### src/rtl/nsa_pkg.sv
// Shared types and constants for the nibble-serial adder.
package nsa_pkg;

    typedef enum logic [1:0] {IDLE, RUN, DONE} state_t;

    localparam int unsigned NIBBLE_W = 4;

    function automatic int unsigned nib_count(input int unsigned width);
        return width / NIBBLE_W;
    endfunction

endpackage

### src/rtl/nibble_serial_adder_cla4_slice.sv
// Combinational 4-bit carry-lookahead adder slice.
module cla4_slice (
    input  logic [3:0] a,
    input  logic [3:0] b,
    input  logic       cin,
    output logic [3:0] s,
    output logic       cout
);

    logic [3:0] g;
    logic [3:0] p;
    logic [4:0] c;

    always_comb begin
        g    = a & b;
        p    = a | b;
        c[0] = cin;
        c[1] = g[0] | (p[0] & c[0]);
        c[2] = g[1] | (p[1] & g[0]) | (p[1] & p[0] & c[0]);
        c[3] = g[2] | (p[2] & g[1]) | (p[2] & p[1] & g[0])
             | (p[2] & p[1] & p[0] & c[0]);
        c[4] = g[3] | (p[3] & g[2]) | (p[3] & p[2] & g[1])
             | (p[3] & p[2] & p[1] & g[0]) | (p[3] & p[2] & p[1] & p[0] & c[0]);
        s    = a ^ b ^ c[3:0];
        cout = c[4];
    end

endmodule

### src/rtl/nibble_serial_adder.sv
// WIDTH-bit adder time-sharing one 4-bit CLA slice, one nibble per cycle, LSB first.
// Optional subtract mode and overflow flag under NIBBLE_SERIAL_ADDER_SUB_EN.
module nibble_serial_adder
    import nsa_pkg::*;
#(
    parameter int unsigned WIDTH = 16
) (
    input  logic             clk,
    input  logic             rst,
    input  logic             in_valid,
    output logic             in_ready,
    input  logic [WIDTH-1:0] a,
    input  logic [WIDTH-1:0] b,
    input  logic             ci,
    output logic             out_valid,
    input  logic             out_ready,
    output logic [WIDTH-1:0] sum,
`ifdef NIBBLE_SERIAL_ADDER_SUB_EN
    input  logic             sub,
    output logic             ovf,
`endif
    output logic             co
);

    localparam int unsigned NIB = nib_count(WIDTH);
    localparam int unsigned CW  = $clog2(NIB);
    localparam logic [CW-1:0] LAST = CW'(NIB - 1);

    state_t state;
    state_t state_next;

    logic [WIDTH-1:0]    a_reg;
    logic [WIDTH-1:0]    b_reg;
    logic [WIDTH-1:0]    sum_reg;
    logic                carry;
    logic                co_reg;
    logic [CW-1:0]       cnt;
    logic [WIDTH-1:0]    b_in;
    logic                c_in;
    logic [NIBBLE_W-1:0] nib_a;
    logic [NIBBLE_W-1:0] nib_b;
    logic [NIBBLE_W-1:0] slice_s;
    logic                slice_co;

`ifdef NIBBLE_SERIAL_ADDER_SUB_EN
    logic ovf_reg;

    // Subtraction is a + ~b + 1, so the inversion happens once at latch time.
    always_comb begin
        b_in = sub ? ~b : b;
        c_in = sub | ci;
    end
`else
    always_comb begin
        b_in = b;
        c_in = ci;
    end
`endif

    always_comb begin
        nib_a = a_reg[NIBBLE_W*int'(cnt) +: NIBBLE_W];
        nib_b = b_reg[NIBBLE_W*int'(cnt) +: NIBBLE_W];
    end

    cla4_slice u_slice (
        .a    (nib_a),
        .b    (nib_b),
        .cin  (carry),
        .s    (slice_s),
        .cout (slice_co)
    );

    always_ff @(posedge clk or posedge rst) begin
        if (rst) begin
            state <= IDLE;
        end else begin
            state <= state_next;
        end
    end

    always_comb begin
        state_next = state;
        case (state)
            IDLE:    if (in_valid) state_next = RUN;
            RUN:     if (cnt == LAST) state_next = DONE;
            DONE:    if (out_ready) state_next = IDLE;
            default: state_next = IDLE;
        endcase
    end

    always_comb begin
        in_ready  = (state == IDLE);
        out_valid = (state == DONE);
    end

    always_ff @(posedge clk or posedge rst) begin
        if (rst) begin
            a_reg   <= '0;
            b_reg   <= '0;
            sum_reg <= '0;
            carry   <= 1'b0;
            co_reg  <= 1'b0;
            cnt     <= '0;
`ifdef NIBBLE_SERIAL_ADDER_SUB_EN
            ovf_reg <= 1'b0;
`endif
        end else begin
            case (state)
                IDLE: begin
                    if (in_valid) begin
                        a_reg   <= a;
                        b_reg   <= b_in;
                        carry   <= c_in;
                        cnt     <= '0;
                        sum_reg <= '0;
                    end
                end
                RUN: begin
                    sum_reg[NIBBLE_W*int'(cnt) +: NIBBLE_W] <= slice_s;
                    carry <= slice_co;
                    cnt   <= cnt + 1'b1;
                    if (cnt == LAST) begin
                        co_reg <= slice_co;
`ifdef NIBBLE_SERIAL_ADDER_SUB_EN
                        // Same-sign operands producing a different-sign result.
                        ovf_reg <= (nib_a[NIBBLE_W-1] == nib_b[NIBBLE_W-1]) &&
                                   (slice_s[NIBBLE_W-1] != nib_a[NIBBLE_W-1]);
`endif
                    end
                end
                default: ;
            endcase
        end
    end

    always_comb begin
        sum = sum_reg;
        co  = co_reg;
`ifdef NIBBLE_SERIAL_ADDER_SUB_EN
        ovf = ovf_reg;
`endif
    end

endmodule

### config.mk
export PLATFORM = sky130hd
export DESIGN_NAME = nibble_serial_adder
export DESIGN_NICKNAME = d
export VERILOG_FILES = /design/src/rtl/nsa_pkg.sv /design/src/rtl/nibble_serial_adder_cla4_slice.sv /design/src/rtl/nibble_serial_adder.sv
export SDC_FILE = /design/constraint.sdc
export NUM_CORES = 1
export LEC_CHECK = 0
export CORE_MARGIN = 4
export CORE_UTILIZATION = 31
export DETAILED_ROUTE_END_ITERATION = 12
export GPL_TIMING_DRIVEN = 0
export PLACE_DENSITY_LB_ADDON = 0.12
export SETUP_SLACK_MARGIN = 0.1
export SLEW_MARGIN = 20
export SYNTH_ARGS = -nofsm -noshare
export SYNTH_HDL_FRONTEND = slang
export SYNTH_SLANG_ARGS = --single-unit
### constraint.sdc
create_clock -name clk -period 4.8 [get_ports clk]
set_input_delay 0.96 -clock clk [delete_from_list [all_inputs] [get_ports clk]]
set_output_delay 0.96 -clock clk [all_outputs]
set_load 0.1 [all_outputs]
---- After elaboration in Yosys (flattened, before gate mapping) ----
Index checks and enable logic that the tools add are counted.
cells by class
  add/subtract/negate cells ............... 2
  equal/unequal tests ..................... 6
  shifts and indexed selects .............. 4
  muxes and demuxes ....................... 11
  bitwise logic cells ..................... 30
  reduce and logical (&&, ||, !) cells .... 6
operator list
  operator                                               number
  negator 4 -> 34 bit                                    1
  variable shift 4 x 34 -> 16 bit, first input constant  1
  variable part select 4 x 34 -> 16 bit                  1
  one-hot mux 16 bit (2 select lines)                    1
  variable part select 16 x 5 -> 4 bit                   2
  AND 1 bit                                              16
  bitwise mux 16 bit                                     1
  2-to-1 mux 16 bit                                      1
  OR 1 bit                                               10
  2-to-1 mux 2 bit                                       4
  XOR 4 bit                                              2
  one-hot mux 2 bit (3 select lines)                     1
  AND reduction 2 bit                                    3
  AND 4 bit                                              1
  equality test 2 bit, second input constant             2
  inequality test 2 bit, second input constant           2
  OR 4 bit                                               1
  one-hot mux 2 bit (2 select lines)                     1
  AND reduction 3 bit                                    1
  adder 2 x 1 -> 2 bit, second input constant            1
  equality test 2 x 1 -> 1 bit, second input constant    1
  zero test 2 bit                                        1
  inequality test 2 x 1 -> 1 bit, second input constant  1
  one-hot mux 1 bit (2 select lines)                     1
  2 further kinds                                        2
storage, ports and cells
  register bits after elaboration ......... 54
  input port bits ......................... 37
  output and inout bits ................... 19
  logic and storage cells ................. 66

---- Logic depth before layout (Yosys ltp) ----
Gate-level depths: netlist of the first run.
  depth after elaboration ................. 10
  gate-level depth with buffers ........... 9
  mapped depth without buffers ............ 7

---- Cells and area by module ----
Synthesis of the first run repeated with hierarchy kept, for this count alone.
second synthesis, totals
  cell total of the unflattened synthesis .. 199
  area, all modules ....................... 2811.4 um^2
modules (own cells, without submodules)
  module               instances  cells an instance  area each (um^2)  sequential area each (um^2)
  nibble_serial_adder  1          161                2534.9            1351.3
  cla4_slice           1          38                 276.5             0.0

---- Least setup slack after synthesis of the first run ----
No wires, ideal clock.
  path type ............................... register to register
  start ................................... register state[1]
  end ..................................... register a_reg[0]
  setup time .............................. 125 ps
  arrival time ............................ 2628 ps
  data required time ...................... 4675 ps
  path slack .............................. 2046 ps
  cell stages (with the launch flop) ...... 7
  buffers on the path ..................... 3
  clock period less this slack ............ 2754 ps
  cells stage by stage .................... dfrtp_1 buf_4 nor2_1 and2_1 buf_4 buf_6 mux2_4
on the way
  longest elaborated chain between the ends .. 2
ends and longest elaborated chain
  item                           line                        text
  start, declared                nibble_serial_adder.sv:29   state_t state;
  start signal, assigned         nibble_serial_adder.sv:77   state <= state_next;
  zero test 2 bit                --
  named net in_ready             nibble_serial_adder.sv:11   output logic in_ready,
  AND reduction 2 bit (no line)  --
  end signal, assigned           nibble_serial_adder.sv:98   a_reg <= '0;
  end signal, assigned           nibble_serial_adder.sv:111  a_reg <= a;
  end, declared                  nibble_serial_adder.sv:32   logic [WIDTH-1:0] a_reg;
The timed path passes the listed nets, and every way through them passes these cells.
A chain may end at the register's enable or synchronous reset.

---- Final worst setup path of the first run ----
  start ................................... register state[0]
  end ..................................... output out_valid
on the way
  longest elaborated chain between the ends .. 1
ends and longest elaborated chain
  item                 line                       text
  equality test 2 bit  nibble_serial_adder.sv:93  out_valid = (state == DONE);
  end, declared        nibble_serial_adder.sv:15  output logic out_valid,
Every way passes these cells.

==> flow_summary_export.csv, run 1 <==
group,metric,value,unit
status,status,"complete, no violations",
critical_path,timing.critical_path.slowest_stage_cell,"clkdlybuf4s50_1",
clock_network,cts_hold_buffers,0,
logic_synthesis,post_synth.cell_area_avg,13.2,um^2
sta,timing_worst_slew_pin_value,0.986,ns
detailed_routing,route.antenna.remaining_nets,0,
sta,report.final.hold_viol_count,0,
floorplanning,die_y,104,um
global_routing,antenna_violations_before_repair,0,
sta,relSlewSlack,0.341,
clock_network,tritoncts,"yes",
floorplanning,die_width,104,um
layout,core_util_final,0.413,
logic_synthesis,yosys.area_share.simple,0.0768,
placement,hpwlAfterDp,4530,um
detailed_routing,topRoutingLayerUsed,"met4",
placement,worst_setup_slack_after_placement,1.88,ns
critical_path,max_stage_delay,1.12,ns
global_routing,grt_start_max_net_pins,55,
hold_path,timing.hold.worst.class,"reg2reg",
detailed_routing,wl,5930,um
sta,setup_tns,0,ns
detailed_routing,dr_wl_met3,290,um
critical_path,worstPathBufferInverterCount,3,
logic_synthesis,yosys.area_share.xor_xnor,0.00309,
floorplanning,io_pins,56,
clock_network,cts_made_buffers,5,
clock_network,cts.root.buffer_cell,"clkbuf_8",
logic_synthesis,sequential_element_share_of_the_synthesized_area,0.477,
flow_run,maxCapViolations,0,
logic_synthesis,synthCells,214,
detailed_routing,per_cell_routed_wire_length,15.4,um
layout,antenna_cells_inserted,0,
critical_path,setup.worst_path.start_class,"register",
critical_path,critical_path.top_delay_family,"buffers and inverters",
placement,placed_cells_incl_taps,377,
clock_network,cts_max_path_buffers,2,
floorplanning,design.die.area,0.0107,mm^2
clock_network,clock_tree.htree_level_count,2,
sta,skew_final,0.00843,ns
detailed_routing,detail_route.vias_per_cell,4.72,
logic_synthesis,post_synth_num_cell_types,36,
sta,max_freq,307,MHz
logic_synthesis,mappedNetlistNets,266,
global_routing,number_of_global_route_vias_before_repair,1946,
layout,drive_gt1_frac,0.213,
layout,stdcell_count,385,
critical_path,cp.required,3.84,ns
placement,port-buffer-count,55,
logic_synthesis,synthesis.yosys.warnings,0,
detailed_routing,detailedRoute.firstIterationViolations,50,
clock_network,cts.sinks,54,
floorplanning,floorplan.initialDensity,0.322,
global_routing,grt_pass1_wl,9980,um
critical_path,worst_ep_arrival,2.30,ns
logic_synthesis,synth.area.mux_share,0.230,
sta,setup_viol_count_final,0,
layout,most-common-layout-cells,"clkdlybuf4s50_1 (55), dfrtp_1 (54), mux2_4 (30)",
logic_synthesis,largest_family_of_logic_cells_by_synthesized_area,"multiplexers",
sta,layout_worst_path_cycle_share,0.679,
clock_network,insertion_delay,0.31,ns
clock_network,postCtsResizedCells,0,
placement,place.gp.congestion,0.739,
floorplanning,core-area,0.00881,mm^2
logic_synthesis,synth-seq-cells,54,
detailed_routing,vias,1818,
critical_path,path_class,"reg2out",
detailed_routing,detailedRoute.firstPassIterationCount,4,
logic_synthesis,synth-adder-area-share,0.0688,
layout,areaGrowthSynthToFinish,28.4,%
global_routing,grt_remaining_overflow,0,
critical_path,timing.critical_path.cells,"clkbuf_1, nand2b_1, inv_1, clkdlybuf4s50_1",
floorplanning,rows,34,
sta,worst_slack,1.54,ns
critical_path,critical_path.max_fanout,10,
clock_network,clkSlewWorstSetupHoldPaths,0.10,ns
detailed_routing,drc,0,
logic_synthesis,syn_area,0.00284,mm^2
clock_network,cts_setup_buffers,0,
sta,rsz0062_at_grt,"false",
critical_path,end_kind,"primary output",
layout,num-nets-final,328,
logic_synthesis,synth-compound-area-share,0.0962,
global_routing,globalRouteTotalUtil,0.115,
detailed_routing,route.met2.wl,2800,um
sta,final_period_minus_worst_setup_slack,3.26,ns
layout,layout_commonest_cell,"clkdlybuf4s50_1",
detailed_routing,met1_routed_wirelength_after_detailed_routing,2770,um
sta,final_max_slew_viol_count,0,
==> layout make-up <==
type / count / area (um^2)
clock buffer: 5 / 68.8
clock inverter: 3 / 48.8
tap: 108 / 135
inverter: 17 / 66.3
fill: 869 / 5160
buffer: 9 / 72.6
timing repair buffer: 55 / 551
multi-input combinational: 134 / 1350
sequential: 54 / 1350
==> cell usage after synthesis (all sizes together) <==
cell / count / area [um^2]
dfrtp: 54 / 1350
mux2: 32 / 473
inv: 17 / 63.8
ha: 14 / 175
nand2: 12 / 45.0
a22o: 9 / 78.8
mux4: 8 / 180
o21ai: 8 / 40.0
a21oi: 7 / 35.0
buf: 7 / 65.1
a21o: 6 / 45.0
nor2: 6 / 22.5
nand2b: 4 / 25.0
nor2b: 4 / 25.0
nand3: 3 / 15.0
o211ai: 3 / 22.5
a32o: 2 / 20.0
and4: 2 / 17.5
clkbuf: 2 / 7.51
nand4: 2 / 12.5
o21bai: 2 / 15.0
a221oi: 1 / 8.76
and2: 1 / 6.26
and3: 1 / 6.26
fa: 1 / 20.0
nand3b: 1 / 7.51
nor3: 1 / 5.00
nor4b: 1 / 23.8
o31ai: 1 / 7.51
or2: 1 / 6.26
xor2: 1 / 8.76
==> metal layers <==
metal,vias to the layer above,GRT usage
met1,890,0.152
met5,-,0
met3,6,0.0286
met4,0,0.0313
met2,42,0.190
li1,880,-
==> path summary, 6_finish.rpt <==
| path | start | to | slack (ns) | depth (start not counted) |
|---|---|---|---|---|
| worst max-delay path | state[0] | out_valid | 1.54 | 4 |
| max in group asynchronous | rst | sum[11] | 3.26 | 2 |
| worst max register to register | cnt[0] | sum[11] | 2.07 | 8 |
| worst min register to register | sum[2] | sum[2] | 0.50 | 2 |
| min in group asynchronous | rst | a_reg[6] | 1.11 | 2 |
| worst min-delay path | sum[2] | sum[2] | 0.50 | 2 |
==> stage by stage <==
stage	area [um^2]	hold WS (ns)
detailed placement	3520	0.480
global route	3640	0.534
floorplan	2840	0.475
global placement	3520	0.474
finish	3640	0.497
CTS	3640	0.505
==> cell families after synthesis <==
| logic type | Yosys count |
|---|---|
| compound gates | 39 |
| xor+xnor | 1 |
| fa+ha+maj | 15 |
| buf+inv | 26 |
| flops | 54 |
| mux | 40 |
| simple gates | 39 |
==> worst register-to-register path, stage by stage, from the launching register on <==
cell,delay (ns)
dfrtp_1,0.41
buf_2,0.26
buf_6,0.21
mux4_2,0.57
ha_1,0.31
nor2_1,0.13
a221oi_1,0.10
o211ai_1,0.45
o21ai_1,0.14
Power of run 1 is not shown: default switching activity piles up to over one toggle a cycle in this logic, so the estimate is an artifact.
==> run 2: changes to the inputs <==
==> constraint.sdc (replaced) <==
create_clock -name clk -period 3 [get_ports clk]
set_input_delay 0.6 -clock clk [delete_from_list [all_inputs] [get_ports clk]]
set_output_delay 0.6 -clock clk [all_outputs]
set_load 0.1 [all_outputs]
==> run 2 against run 1 <==
Net effect:
- critical endpoint is now in_ready
- largest cell class unchanged
- non-clock buffer count grew 1
- core utilization grew 0.071 points
- setup slack got worse by 1.3 ns
==> flow_summary_export.csv, run 2 (synthesis gave the netlist of run 1 again) <==
group,metric,value,unit
sta,relSlewSlack,0.341,
status,status,"complete, no violations",
hold_path,timing.hold.worst.class,"reg2reg",
detailed_routing,detailedRoute.firstPassIterationCount,4,
layout,num-nets-final,329,
critical_path,critical_path.top_delay_family,"buffers and inverters",
critical_path,path_depth,3,
clock_network,cts.sinks,54,
detailed_routing,detail_route.vias_per_cell,4.72,
floorplanning,die_y,104,um
floorplanning,io_pins,56,
critical_path,worst_ep_arrival,2.12,ns
flow_run,maxCapViolations,0,
sta,max_freq,368,MHz
global_routing,antenna_violations_before_repair,0,
placement,port-buffer-count,55,
layout,multi_input_comb_area,0.00135,mm^2
floorplanning,design.die.area,0.0107,mm^2
critical_path,critical_path.max_fanout,10,
critical_path,setup.worst_path.start_class,"register",
critical_path,setup_slack_reg_to_reg,0.39,ns
floorplanning,core-area,0.00881,mm^2
floorplanning,rows,34,
sta,report.final.hold_viol_count,0,
critical_path,timing.critical_path.slowest_stage_cell,"clkdlybuf4s50_1",
clock_network,tritoncts,"yes",
clock_network,cts_hold_buffers,0,
global_routing,grt_remaining_overflow,0,
clock_network,cts_max_path_buffers,2,
sta,timing_worst_slew_pin_value,0.986,ns
sta,setup_tns,0,ns
sta,rsz0062_at_grt,"false",
global_routing,grt_pass1_wl,9980,um
clock_network,insertion_delay,0.31,ns
critical_path,worstPathBufferInverterCount,2,
placement,worst_setup_slack_after_placement,0.217,ns
critical_path,r2r_cells,9,
sta,final_period_minus_worst_setup_slack,2.72,ns
floorplanning,die_width,104,um
sta,worst_slack,0.284,ns
critical_path,cp.required,2.40,ns
clock_network,cts_made_buffers,5,
sta,setup_viol_count_final,0,
detailed_routing,detailedRoute.firstIterationViolations,50,
layout,most-common-layout-cells,"dfrtp_1 (54), clkdlybuf4s50_1 (54), mux2_4 (30)",
layout,antenna_cells_inserted,0,
placement,place.gp.congestion,0.739,
critical_path,timing.critical_path.cells,"buf_4, nor2_1, clkdlybuf4s50_1",
layout,drive_gt1_frac,0.216,
detailed_routing,route.antenna.remaining_nets,0,
clock_network,clock_tree.htree_level_count,2,
floorplanning,floorplan.initialDensity,0.322,
global_routing,grt_start_max_net_pins,55,
placement,hpwlAfterDp,4530,um
critical_path,end_kind,"primary output",
layout,areaGrowthSynthToFinish,28.6,%
sta,layout_worst_path_cycle_share,0.905,
detailed_routing,wl,5930,um
critical_path,path_class,"reg2out",
hold_path,hold_path_depth,2,
detailed_routing,per_cell_routed_wire_length,15.4,um
clock_network,cts.root.buffer_cell,"clkbuf_8",
detailed_routing,vias,1820,
layout,number_of_filler_instances_in_the_final_layout,871,
critical_path,max_stage_delay,1.15,ns
clock_network,clkSlewWorstSetupHoldPaths,0.10,ns
layout,layout.area.seq,0.00135,mm^2
global_routing,globalRouteTotalUtil,0.115,
sta,final_max_slew_viol_count,0,
detailed_routing,drc,0,
global_routing,number_of_global_route_vias_before_repair,1946,
sta,skew_final,0.00841,ns
-- run 2: stage by stage --
| stage | hold slack [ns] | instance area (um^2) | util | std cells |
|---|---|---|---|---|
| 2_1_floorplan | 0.475 | 2840 | - | 214 |
| 3_3_place_gp | 0.474 | 3520 | 0.400 | 377 |
| 3_5_place_dp | 0.480 | 3520 | 0.400 | 377 |
| 4_1_cts | 0.505 | 3640 | 0.413 | 385 |
| 5_1_grt | 0.534 | 3650 | 0.414 | 386 |
| 6_report | 0.497 | 3650 | 0.414 | 386 |
-- run 2: worst paths after layout --
kind / from / end
worst min-delay path: sum[2] / sum[2]
worst min register to register: sum[2] / sum[2]
worst max-delay path: state[1] / in_ready
min in group asynchronous: rst / b_reg[0]
max in group asynchronous: rst / sum[11]
worst max register to register: cnt[1] / sum[11]
-- run 2: worst min-delay path: stages, from the launching register on --
cell,delay (ns)
dfrtp_1,0.36
nand2_1,0.06
o31ai_1,0.05
-- run 2: layout make-up --
type | count | share of cell area
flip-flops and latches | 54 | 0.370
inverters | 17 | 0.0182
clock inverters | 3 | 0.0134
plain buffers | 9 | 0.0199
multi-input cells | 134 | 0.369
clock buffers | 5 | 0.0189
repair buffers | 56 | 0.153
well taps | 108 | 0.0370
-- run 2: layer usage --
metal  global-route usage  share of wire
met5                    0              0
met2                0.190           0.47
met4               0.0313          0.012
met1                0.152           0.47
met3               0.0286          0.049
-- run 2: what timing repair did --
item,CTS,global route
endpoints found under the setup margin,1,4
setup buffers,0,1
resized for setup,1,0
pin swaps,0,1
Power of run 2 is left out for the same reason.
==> run 3: changes to the inputs <==
--- a/config.mk
+++ b/config.mk
@@ -9,6 +9,7 @@
 export CORE_UTILIZATION = 31
 export DETAILED_ROUTE_END_ITERATION = 12
 export GPL_TIMING_DRIVEN = 0
+export MAX_ROUTING_LAYER = met4
 export PLACE_DENSITY_LB_ADDON = 0.12
 export SETUP_SLACK_MARGIN = 0.1
 export SLEW_MARGIN = 20
==> run 3 against run 2 <==
Net effect:
- non-clock buffer count is the same
- critical endpoint unchanged
- die area is the same
- fmax grew 0.45%
- register-to-register slack is essentially flat
- global-route usage grew 0.32 points
- core utilization is the same
==> flow_summary_export.csv, run 3 (synthesis gave the netlist of run 1 again) <==
group,metric,value,unit
clock_network,cts.root.buffer_cell,"clkbuf_8",
hold_path,timing.hold.worst.class,"reg2reg",
status,status,"complete, no violations",
floorplanning,rows,34,
critical_path,critical_path.max_fanout,10,
sta,layout_worst_path_cycle_share,0.901,
layout,number_of_filler_instances_in_the_final_layout,871,
layout,drive_gt1_frac,0.216,
clock_network,cts_hold_buffers,0,
clock_network,insertion_delay,0.31,ns
critical_path,max_stage_delay,1.15,ns
detailed_routing,per_cell_routed_wire_length,15.4,um
sta,max_freq,370,MHz
clock_network,cts_made_buffers,5,
critical_path,path_class,"reg2out",
sta,relSlewSlack,0.341,
global_routing,globalRouteTotalUtil,0.119,
sta,setup_viol_count_final,0,
sta,worst_slack,0.296,ns
layout,num-nets-final,329,
global_routing,grt_pass1_wl,9950,um
detailed_routing,detailedRoute.firstPassIterationCount,4,
detailed_routing,route.antenna.remaining_nets,0,
layout,most-common-layout-cells,"dfrtp_1 (54), clkdlybuf4s50_1 (54), mux2_4 (30)",
sta,final_max_slew_viol_count,0,
critical_path,cp.required,2.40,ns
global_routing,grt_start_max_net_pins,55,
placement,hpwlAfterDp,4530,um
detailed_routing,detailedRoute.firstIterationViolations,50,
critical_path,setup.worst_path.start_class,"register",
sta,timing_worst_slew_pin_value,0.986,ns
floorplanning,die_width,104,um
critical_path,timing.critical_path.slowest_stage_cell,"clkdlybuf4s50_1",
flow_run,maxCapViolations,0,
placement,worst_setup_slack_after_placement,0.217,ns
sta,final_period_minus_worst_setup_slack,2.70,ns
clock_network,tritoncts,"yes",
clock_network,clock_tree.htree_level_count,2,
detailed_routing,detail_route.vias_per_cell,4.70,
floorplanning,floorplan.initialDensity,0.322,
clock_network,cts.sinks,54,
detailed_routing,drc,0,
critical_path,timing.critical_path.cells,"buf_4, nor2_1, clkdlybuf4s50_1",
layout,antenna_cells_inserted,0,
clock_network,clkSlewWorstSetupHoldPaths,0.10,ns
critical_path,end_kind,"primary output",
layout,core_util_final,0.414,
detailed_routing,vias,1813,
layout,areaGrowthSynthToFinish,28.6,%
sta,rsz0062_at_grt,"false",
floorplanning,core-area,0.00881,mm^2
sta,skew_final,0.0115,ns
critical_path,worst_ep_arrival,2.10,ns
floorplanning,die_y,104,um
placement,port-buffer-count,55,
sta,report.final.hold_viol_count,0,
global_routing,number_of_global_route_vias_before_repair,1944,
global_routing,antenna_violations_before_repair,0,
global_routing,grt_remaining_overflow,0,
floorplanning,io_pins,56,
placement,place.gp.congestion,0.748,
clock_network,cts_max_path_buffers,2,
sta,timing.hold.ws,0.497,ns
detailed_routing,wl,5930,um
floorplanning,design.die.area,0.0107,mm^2
## run 3: cell counts in the layout (fill, tap and decap cells not counted)
Identical to the previous run, type by type.
## run 3: cell type report
type	count	area [um^2]	area share
multi-input combinational	134	1350	0.369
buffer	9	72.6	0.0199
clock inverter	3	48.8	0.0134
clock buffer	5	68.8	0.0189
tap	108	135	0.0370
timing repair buffer	56	557	0.153
inverter	17	66.3	0.0182
sequential	54	1350	0.370
## run 3: through the flow
step / area, um^2 / setup TNS (ns) / instances
detailed placement: 3520 / 0 / 377
global route: 3650 / 0 / 386
finish: 3650 / 0 / 386
floorplan: 2840 / 0 / 214
CTS: 3640 / 0 / 385
global placement: 3520 / -0.909 / 377
## run 3: worst max-delay path: cells and delay by family (launching register included)
family	cells	cell delay [ns]
buffers and inverters	2	1.31
DFF	1	0.37
and+or+nand+nor	1	0.12
## run 3: path summary, 6_finish.rpt
kind	endpoint	slack, ns	startpoint	cells past startpoint
min in group asynchronous	a_reg[6]	0.74	rst	2
worst min-delay path	sum[2]	0.50	sum[2]	2
worst max-delay path	in_ready	0.30	state[1]	3
worst min register to register	sum[2]	0.50	sum[2]	2
max in group asynchronous	sum[15]	1.81	rst	2
worst max register to register	sum[11]	0.40	cnt[1]	9
## run 3: repair_timing
| item | 4_1_cts | 5_1_grt |
|---|---|---|
| setup buffers | 0 | 1 |
| pin swaps | 0 | 1 |
| setup endpoints to repair | 1 | 4 |
| cloned | 0 | 0 |
| gates resized for setup | 1 | 0 |
## run 3: per-layer routing
metal	vias up	share of wire	global-route usage
li1	882	-	-
met1	888	0.47	0.153
met2	39	0.47	0.191
met3	4	0.044	0.0267
met4	0	0.0096	0.0313
met5	-	0	-
Power of run 3 is left out for the same reason.
